<file path="src/rtl/simple_systolic_array.sv">
// simple_systolic_array: output-stationary NxN systolic matrix multiplier (C = A*B).
// Latency: beat 0 sampled at edge 0, C rows valid after edges 3N-1 .. 4N-2 (one row/cycle).
// Backpressure: none; beats arriving during drain/output are dropped, consumer must take every row.
//
// Ports:
//   clk, rst        clock and synchronous active-high reset
//   matrix_a_in     column k of A, element i at [i*DATA_W +: DATA_W]
//   matrix_b_in     row k of B, element j at [j*DATA_W +: DATA_W]
//   valid_in        beat qualifier; a frame is N consecutive valid beats
//   matrix_c_out    one row of C, element j at [j*ACC_W +: ACC_W]; zero when not valid
//   valid_out       matrix_c_out carries a C row
// Option: define SYSTOLIC_SAT_EN to make the accumulators saturate instead of wrapping.
// N must be at least 2.
module simple_systolic_array #(
  parameter int N      = 3,
  parameter int DATA_W = 4,
  parameter int ACC_W  = 8
) (
  input  logic                clk,
  input  logic                rst,
  input  logic [N*DATA_W-1:0] matrix_a_in,
  input  logic [N*DATA_W-1:0] matrix_b_in,
  input  logic                valid_in,
  output logic [N*ACC_W-1:0]  matrix_c_out,
  output logic                valid_out
);

  localparam int CNT_W  = $clog2(2 * N);
  localparam int PROD_W = 2 * DATA_W;
  localparam logic [CNT_W-1:0] LAST_BEAT  = CNT_W'(N - 1);
  localparam logic [CNT_W-1:0] LAST_DRAIN = CNT_W'(2 * N - 1);
  localparam logic [CNT_W-1:0] LAST_ROW   = CNT_W'(N - 1);

  typedef enum logic [1:0] {
    ST_IDLE,
    ST_LOAD,
    ST_DRAIN,
    ST_OUTPUT
  } state_t;

  state_t           state_q, state_d;
  logic [CNT_W-1:0] cnt_q, cnt_d;

  logic accept;  // beat enters the skew registers
  logic start;   // beat 0 of a frame: clear the accumulators
  logic flush;   // frame aborted: discard everything in flight

  always_comb begin
    accept = valid_in && (state_q == ST_IDLE || state_q == ST_LOAD);
    start  = valid_in && (state_q == ST_IDLE);
    flush  = !valid_in && (state_q == ST_LOAD);
  end

  // Control FSM. The single counter is the beat index in LOAD, the drain
  // cycle in DRAIN and the row index in OUTPUT. DRAIN lasts 2N cycles so that
  // OUTPUT begins right after edge 3N-1, one cycle after the last MAC.
  always_comb begin
    state_d = state_q;
    cnt_d   = cnt_q;
    unique case (state_q)
      ST_IDLE: begin
        if (valid_in) begin
          state_d = ST_LOAD;
          cnt_d   = CNT_W'(1);
        end
      end
      ST_LOAD: begin
        if (!valid_in) begin
          state_d = ST_IDLE;
          cnt_d   = '0;
        end else if (cnt_q == LAST_BEAT) begin
          state_d = ST_DRAIN;
          cnt_d   = '0;
        end else begin
          cnt_d = cnt_q + CNT_W'(1);
        end
      end
      ST_DRAIN: begin
        if (cnt_q == LAST_DRAIN) begin
          state_d = ST_OUTPUT;
          cnt_d   = '0;
        end else begin
          cnt_d = cnt_q + CNT_W'(1);
        end
      end
      ST_OUTPUT: begin
        if (cnt_q == LAST_ROW) begin
          state_d = ST_IDLE;
          cnt_d   = '0;
        end else begin
          cnt_d = cnt_q + CNT_W'(1);
        end
      end
      default: begin
        state_d = ST_IDLE;
        cnt_d   = '0;
      end
    endcase
  end

  // Edge feeds: zero whenever no beat is being accepted, so the skew slots
  // outside a frame carry zeros.
  logic [DATA_W-1:0] a_feed [N];
  logic [DATA_W-1:0] b_feed [N];
  logic [DATA_W-1:0] a_edge [N];
  logic [DATA_W-1:0] b_edge [N];

  always_comb begin
    for (int i = 0; i < N; i++) begin
      a_feed[i] = accept ? matrix_a_in[i*DATA_W +: DATA_W] : '0;
      b_feed[i] = accept ? matrix_b_in[i*DATA_W +: DATA_W] : '0;
    end
  end

  // Skew chains: row i of A and column i of B pass through i+1 registers,
  // so PE(i,j) sees term k at edge k+i+j+1.
  for (genvar gi = 0; gi < N; gi++) begin : g_skew
    logic [DATA_W-1:0] a_sk_q [gi+1];
    logic [DATA_W-1:0] a_sk_d [gi+1];
    logic [DATA_W-1:0] b_sk_q [gi+1];
    logic [DATA_W-1:0] b_sk_d [gi+1];

    always_comb begin
      a_sk_d = '{default: '0};
      b_sk_d = '{default: '0};
      if (!flush) begin
        a_sk_d[0] = a_feed[gi];
        b_sk_d[0] = b_feed[gi];
        for (int s = 1; s <= gi; s++) begin
          a_sk_d[s] = a_sk_q[s-1];
          b_sk_d[s] = b_sk_q[s-1];
        end
      end
    end

    always_ff @(posedge clk) begin
      if (rst) begin
        a_sk_q <= '{default: '0};
        b_sk_q <= '{default: '0};
      end else begin
        a_sk_q <= a_sk_d;
        b_sk_q <= b_sk_d;
      end
    end

    assign a_edge[gi] = a_sk_q[gi];
    assign b_edge[gi] = b_sk_q[gi];
  end

  // One multiply-accumulate step, wrapping or saturating.
  function automatic logic [ACC_W-1:0] mac_step(input logic [ACC_W-1:0]  acc,
                                                input logic [DATA_W-1:0] a,
                                                input logic [DATA_W-1:0] b);
    logic [PROD_W-1:0] prod;
`ifdef SYSTOLIC_SAT_EN
    logic [ACC_W:0] sum;
`endif
    prod = PROD_W'(a) * PROD_W'(b);
`ifdef SYSTOLIC_SAT_EN
    sum      = {1'b0, acc} + (ACC_W+1)'(prod);
    mac_step = sum[ACC_W] ? '1 : sum[ACC_W-1:0];
`else
    mac_step = acc + ACC_W'(prod);
`endif
  endfunction

  // PE grid. Forwarding registers exist only between PEs (N x N-1 for A,
  // N-1 x N for B); the last column/row has nothing downstream.
  logic [DATA_W-1:0] a_op     [N][N];
  logic [DATA_W-1:0] b_op     [N][N];
  logic [DATA_W-1:0] a_pipe_q [N][N-1];
  logic [DATA_W-1:0] a_pipe_d [N][N-1];
  logic [DATA_W-1:0] b_pipe_q [N-1][N];
  logic [DATA_W-1:0] b_pipe_d [N-1][N];
  logic [ACC_W-1:0]  acc_q    [N][N];
  logic [ACC_W-1:0]  acc_d    [N][N];

  always_comb begin
    a_op     = '{default: '0};
    b_op     = '{default: '0};
    a_pipe_d = '{default: '0};
    b_pipe_d = '{default: '0};
    acc_d    = '{default: '0};

    for (int i = 0; i < N; i++) begin
      a_op[i][0] = a_edge[i];
      b_op[0][i] = b_edge[i];
      for (int j = 1; j < N; j++) begin
        a_op[i][j] = a_pipe_q[i][j-1];
        b_op[j][i] = b_pipe_q[j-1][i];
      end
    end

    for (int i = 0; i < N; i++) begin
      for (int j = 0; j < N - 1; j++) begin
        a_pipe_d[i][j] = flush ? '0 : a_op[i][j];
        b_pipe_d[j][i] = flush ? '0 : b_op[j][i];
      end
    end

    // Pipes are all zero at beat 0 (idle or just flushed), so clearing here
    // loses no real term.
    for (int i = 0; i < N; i++) begin
      for (int j = 0; j < N; j++) begin
        acc_d[i][j] = start ? '0 : mac_step(acc_q[i][j], a_op[i][j], b_op[i][j]);
      end
    end
  end

  always_ff @(posedge clk) begin
    if (rst) begin
      state_q  <= ST_IDLE;
      cnt_q    <= '0;
      a_pipe_q <= '{default: '0};
      b_pipe_q <= '{default: '0};
      acc_q    <= '{default: '0};
    end else begin
      state_q  <= state_d;
      cnt_q    <= cnt_d;
      a_pipe_q <= a_pipe_d;
      b_pipe_q <= b_pipe_d;
      acc_q    <= acc_d;
    end
  end

  // Row mux: decoded from registered state, forced to zero outside OUTPUT.
  always_comb begin
    matrix_c_out = '0;
    valid_out    = 1'b0;
    if (state_q == ST_OUTPUT) begin
      valid_out = 1'b1;
      for (int r = 0; r < N; r++) begin
        if (cnt_q == CNT_W'(r)) begin
          for (int j = 0; j < N; j++) begin
            matrix_c_out[j*ACC_W +: ACC_W] = acc_q[r][j];
          end
        end
      end
    end
  end

endmodule

</file>
<file path="config.mk">
export PLATFORM = sky130hd
export DESIGN_NAME = simple_systolic_array
export DESIGN_NICKNAME = d
export VERILOG_FILES = /design/src/rtl/simple_systolic_array.sv
export SDC_FILE = /design/constraint.sdc
export NUM_CORES = 1
export LEC_CHECK = 0
export CORE_AREA = 2 2 153 155
export CTS_BUF_LIST = sky130_fd_sc_hd__clkbuf_4 sky130_fd_sc_hd__clkbuf_8
export DETAILED_ROUTE_END_ITERATION = 12
export DIE_AREA = 0 0 155 157
export PLACE_DENSITY = 0.74
export SYNTH_ARGS = -nofsm -noshare
export SYNTH_HDL_FRONTEND = slang
export SYNTH_SLANG_ARGS = --single-unit
</file>
<file path="constraint.sdc">
create_clock -name clk -period 9.4 [get_ports clk]
set_input_delay 1.88 -clock clk [delete_from_list [all_inputs] [get_ports clk]]
set_output_delay 1.88 -clock clk [all_outputs]
set_load 0.005 [all_outputs]
</file>
==> results.yml <==
sta:
  clock.fmax_mhz: 212.9
  slew_violations: 0
  tns_ns: 0
  slew_headroom: 0.3306
  finalSetupViolations: 0
  tightest_slew_ns: 1.002
  period_share: 0.4997
  worst_clock_skew_ns: 0.01651
  rsz0062_at_grt: "false"
  finalCriticalPeriod_ns: 4.697
  timing_hold_violations_final: 0
layout:
  nets: 1537
  diodes: 0
  final_cell_area_mm2: 0.01253
  area_growth_syn_to_layout_pct: 10.23
  layout_commonest_cell: "and2_1"
  drive_gt1_frac: 0.03292
  fillerInstances: 2023
  final_cell_mix: "and2_1 (218), inv_1 (190), dfxtp_1 (173)"
yosys:
  syn_inst: 1251
  ys_ff_latch: 173
  ys_seq_area_frac: 0.3047
  yosysWarnings: 0
  syn-num-nets: 1494
  ys.flop_type: "dfxtp_1"
  synth.avg_cell_area_um2: 9.086
  synth_area_mm2: 0.01137
  async_flop_share: 0
  ys_types: 32
  synth_edf_count: 0
detailed_routing:
  wl_per_cell_um: 14.58
  drt_iter0_drc: 388
  viasPerCell: 5.133
  routed_wl_mm: 23.19
  ant_nets: 0
  dr.pass1.iters: 5
  vias: 8167
  drc_errors: 0
worst_setup_path:
  cp_max_fo: 24
  cp_data_arrival_time_ns: 2.82
  cp-end-kind: "output pin"
  critPathKind: "reg2out"
  critPathRequiredTime_ns: 7.52
  crit_path_start_kind: "flop"
  rr_worst_depth: 10
floorplanning:
  rows: 55
  ios: 52
  die_width_um: 155
  start_util: 0.5051
  chipHeight_um: 157
  die_area_mm2: 0.02434
  coreArea_mm2: 0.02250
hold_path:
  hold_path.class: "reg2reg"
  min_path_cells: 1
clock_tree:
  postCtsSetupRepairBufs: 0
  cts_max_level: 4
  cts_tree: "built"
  cts_sinks: 173
  clock_latency_ns: 0.48
  clockRootBuffer: "clkbuf_8"
  clk_path_buf_depth: 2
  hold_buffers: 0
  numCtsBuffers: 17
  clkTransAtPathRegs_ns: 0.09
  cts_resized: 0
grt:
  grt_pass1_wl_mm: 39.18
  grt_pass1_vias: 8145
  grtUsageTotal: 0.2032
  grt_max_degree: 73
  grt_overflow_total: 0
  antenna_found_initial: 0
pwr:
  peakVddDrop_uv: 88.86
  p_per_area_mw_per_mm2: 106.7
  leakagePower_nw: 5.848
placement:
  place.port_buffers: 51
  place.detailed.hpwl_mm: 18.06
  place_area_mm2: 0.01216
  globalplace.congestion: 0.8651
job:
  maxCapViolations: 0
run_status:
  status: "finished clean"
## registers in the layout, indices dropped and copies added (netlist names), named ones only
signal / count
g_skew.b_sk_q: 16
acc_q: 72
g_skew.a_sk_q: 16
cnt_q: 3
b_op: 24
state_q: 1
a_op: 24
b_edge: 8
a_edge: 8
## cells by family after synthesis
family	after synthesis	share of synthesized area
AO/OA/AOI/OAI	176	0.1018
adder cells (fa/ha/maj)	216	0.2912
XOR/XNOR	35	0.02697
flip-flops	173	0.3047
buffers and inverters	224	0.07573
AND/OR/NAND/NOR	427	0.1996
## synthesized netlist by cell type (all sizes together), types with 14 or more instances
library cell	number	area, um2
and2	218	1364
inv	190	713.2
dfxtp	173	3463
ha	135	1689
nor2	95	356.6
fa	81	1622
nand2	70	262.8
o21ai	53	265.3
a21oi	31	155.2
clkbuf	28	105.1
xor2	22	192.7
o221ai	21	183.9
o21a	18	135.1
a211oi	14	105.1
## where the power goes
group / switching [mW] / internal [mW] / total, mW
logic: 0.0445 / 0.0308 / 0.0753
clock network: 0.291 / 0.217 / 0.509
registers: 0.00966 / 0.743 / 0.753
## final cells by class
type                    instances  area (um2)  share of cell area
multi-input cells             854        7062              0.5636
flip-flops and latches        173        3463              0.2764
inverters                     190       713.2             0.05692
repair buffers                 58       563.0             0.04494
well taps                     285       356.6             0.02846
clock buffers                  18       241.5             0.01927
clock inverters                13       130.1             0.01039
## path summary, 6_finish.rpt
| check | endpoint | slack [ns] | startpoint |
|---|---|---|---|
| max | matrix_c_out[23] | 4.70 | state_q[0]$_SDFFE_PP0P_ |
| max reg2reg | acc_q[23]$_SDFF_PP0_ | 5.95 | a_edge[0]$_SDFF_PP0_ |
| min reg2reg | b_edge[2]$_SDFF_PP0_ | 0.43 | g_skew[2].b_sk_q[6]$_SDFF_PP0_ |
| min | b_edge[2]$_SDFF_PP0_ | 0.43 | g_skew[2].b_sk_q[6]$_SDFF_PP0_ |
## stage by stage
stage / setup WS, ns / cells / hold slack [ns] / utilization / power (mW)
after floorplan: 6.275 / 1251 / 0.4057 / - / 0.8133
after global placement: 5.340 / 1560 / 0.4140 / 0.5403 / 0.8446
after detailed placement: 5.233 / 1560 / 0.4124 / 0.5403 / 0.8463
after CTS: 4.694 / 1591 / 0.4361 / 0.5568 / 1.352
after global routing: 4.497 / 1591 / 0.4462 / 0.5568 / 1.396
final: 4.703 / 1591 / 0.4303 / 0.5568 / 1.337
## per-layer routing
metal | up-vias | track usage | wire, um
met1 | 3877 | 0.2490 | 10010
met4 | 0 | 0.08598 | 852
li1 | 4095 | - | -
met3 | 37 | 0.03634 | 846
met5 | - | 0 | 0
met2 | 158 | 0.3528 | 11490
## critical path: stages (launching register included)
cell and delay (ns):
dfxtp_1 0.59, and2_1 0.21, nand2_1 0.57, nor3_1 0.41, clkdlybuf4s50_1 0.55
(Power assumes the default switching activity.)
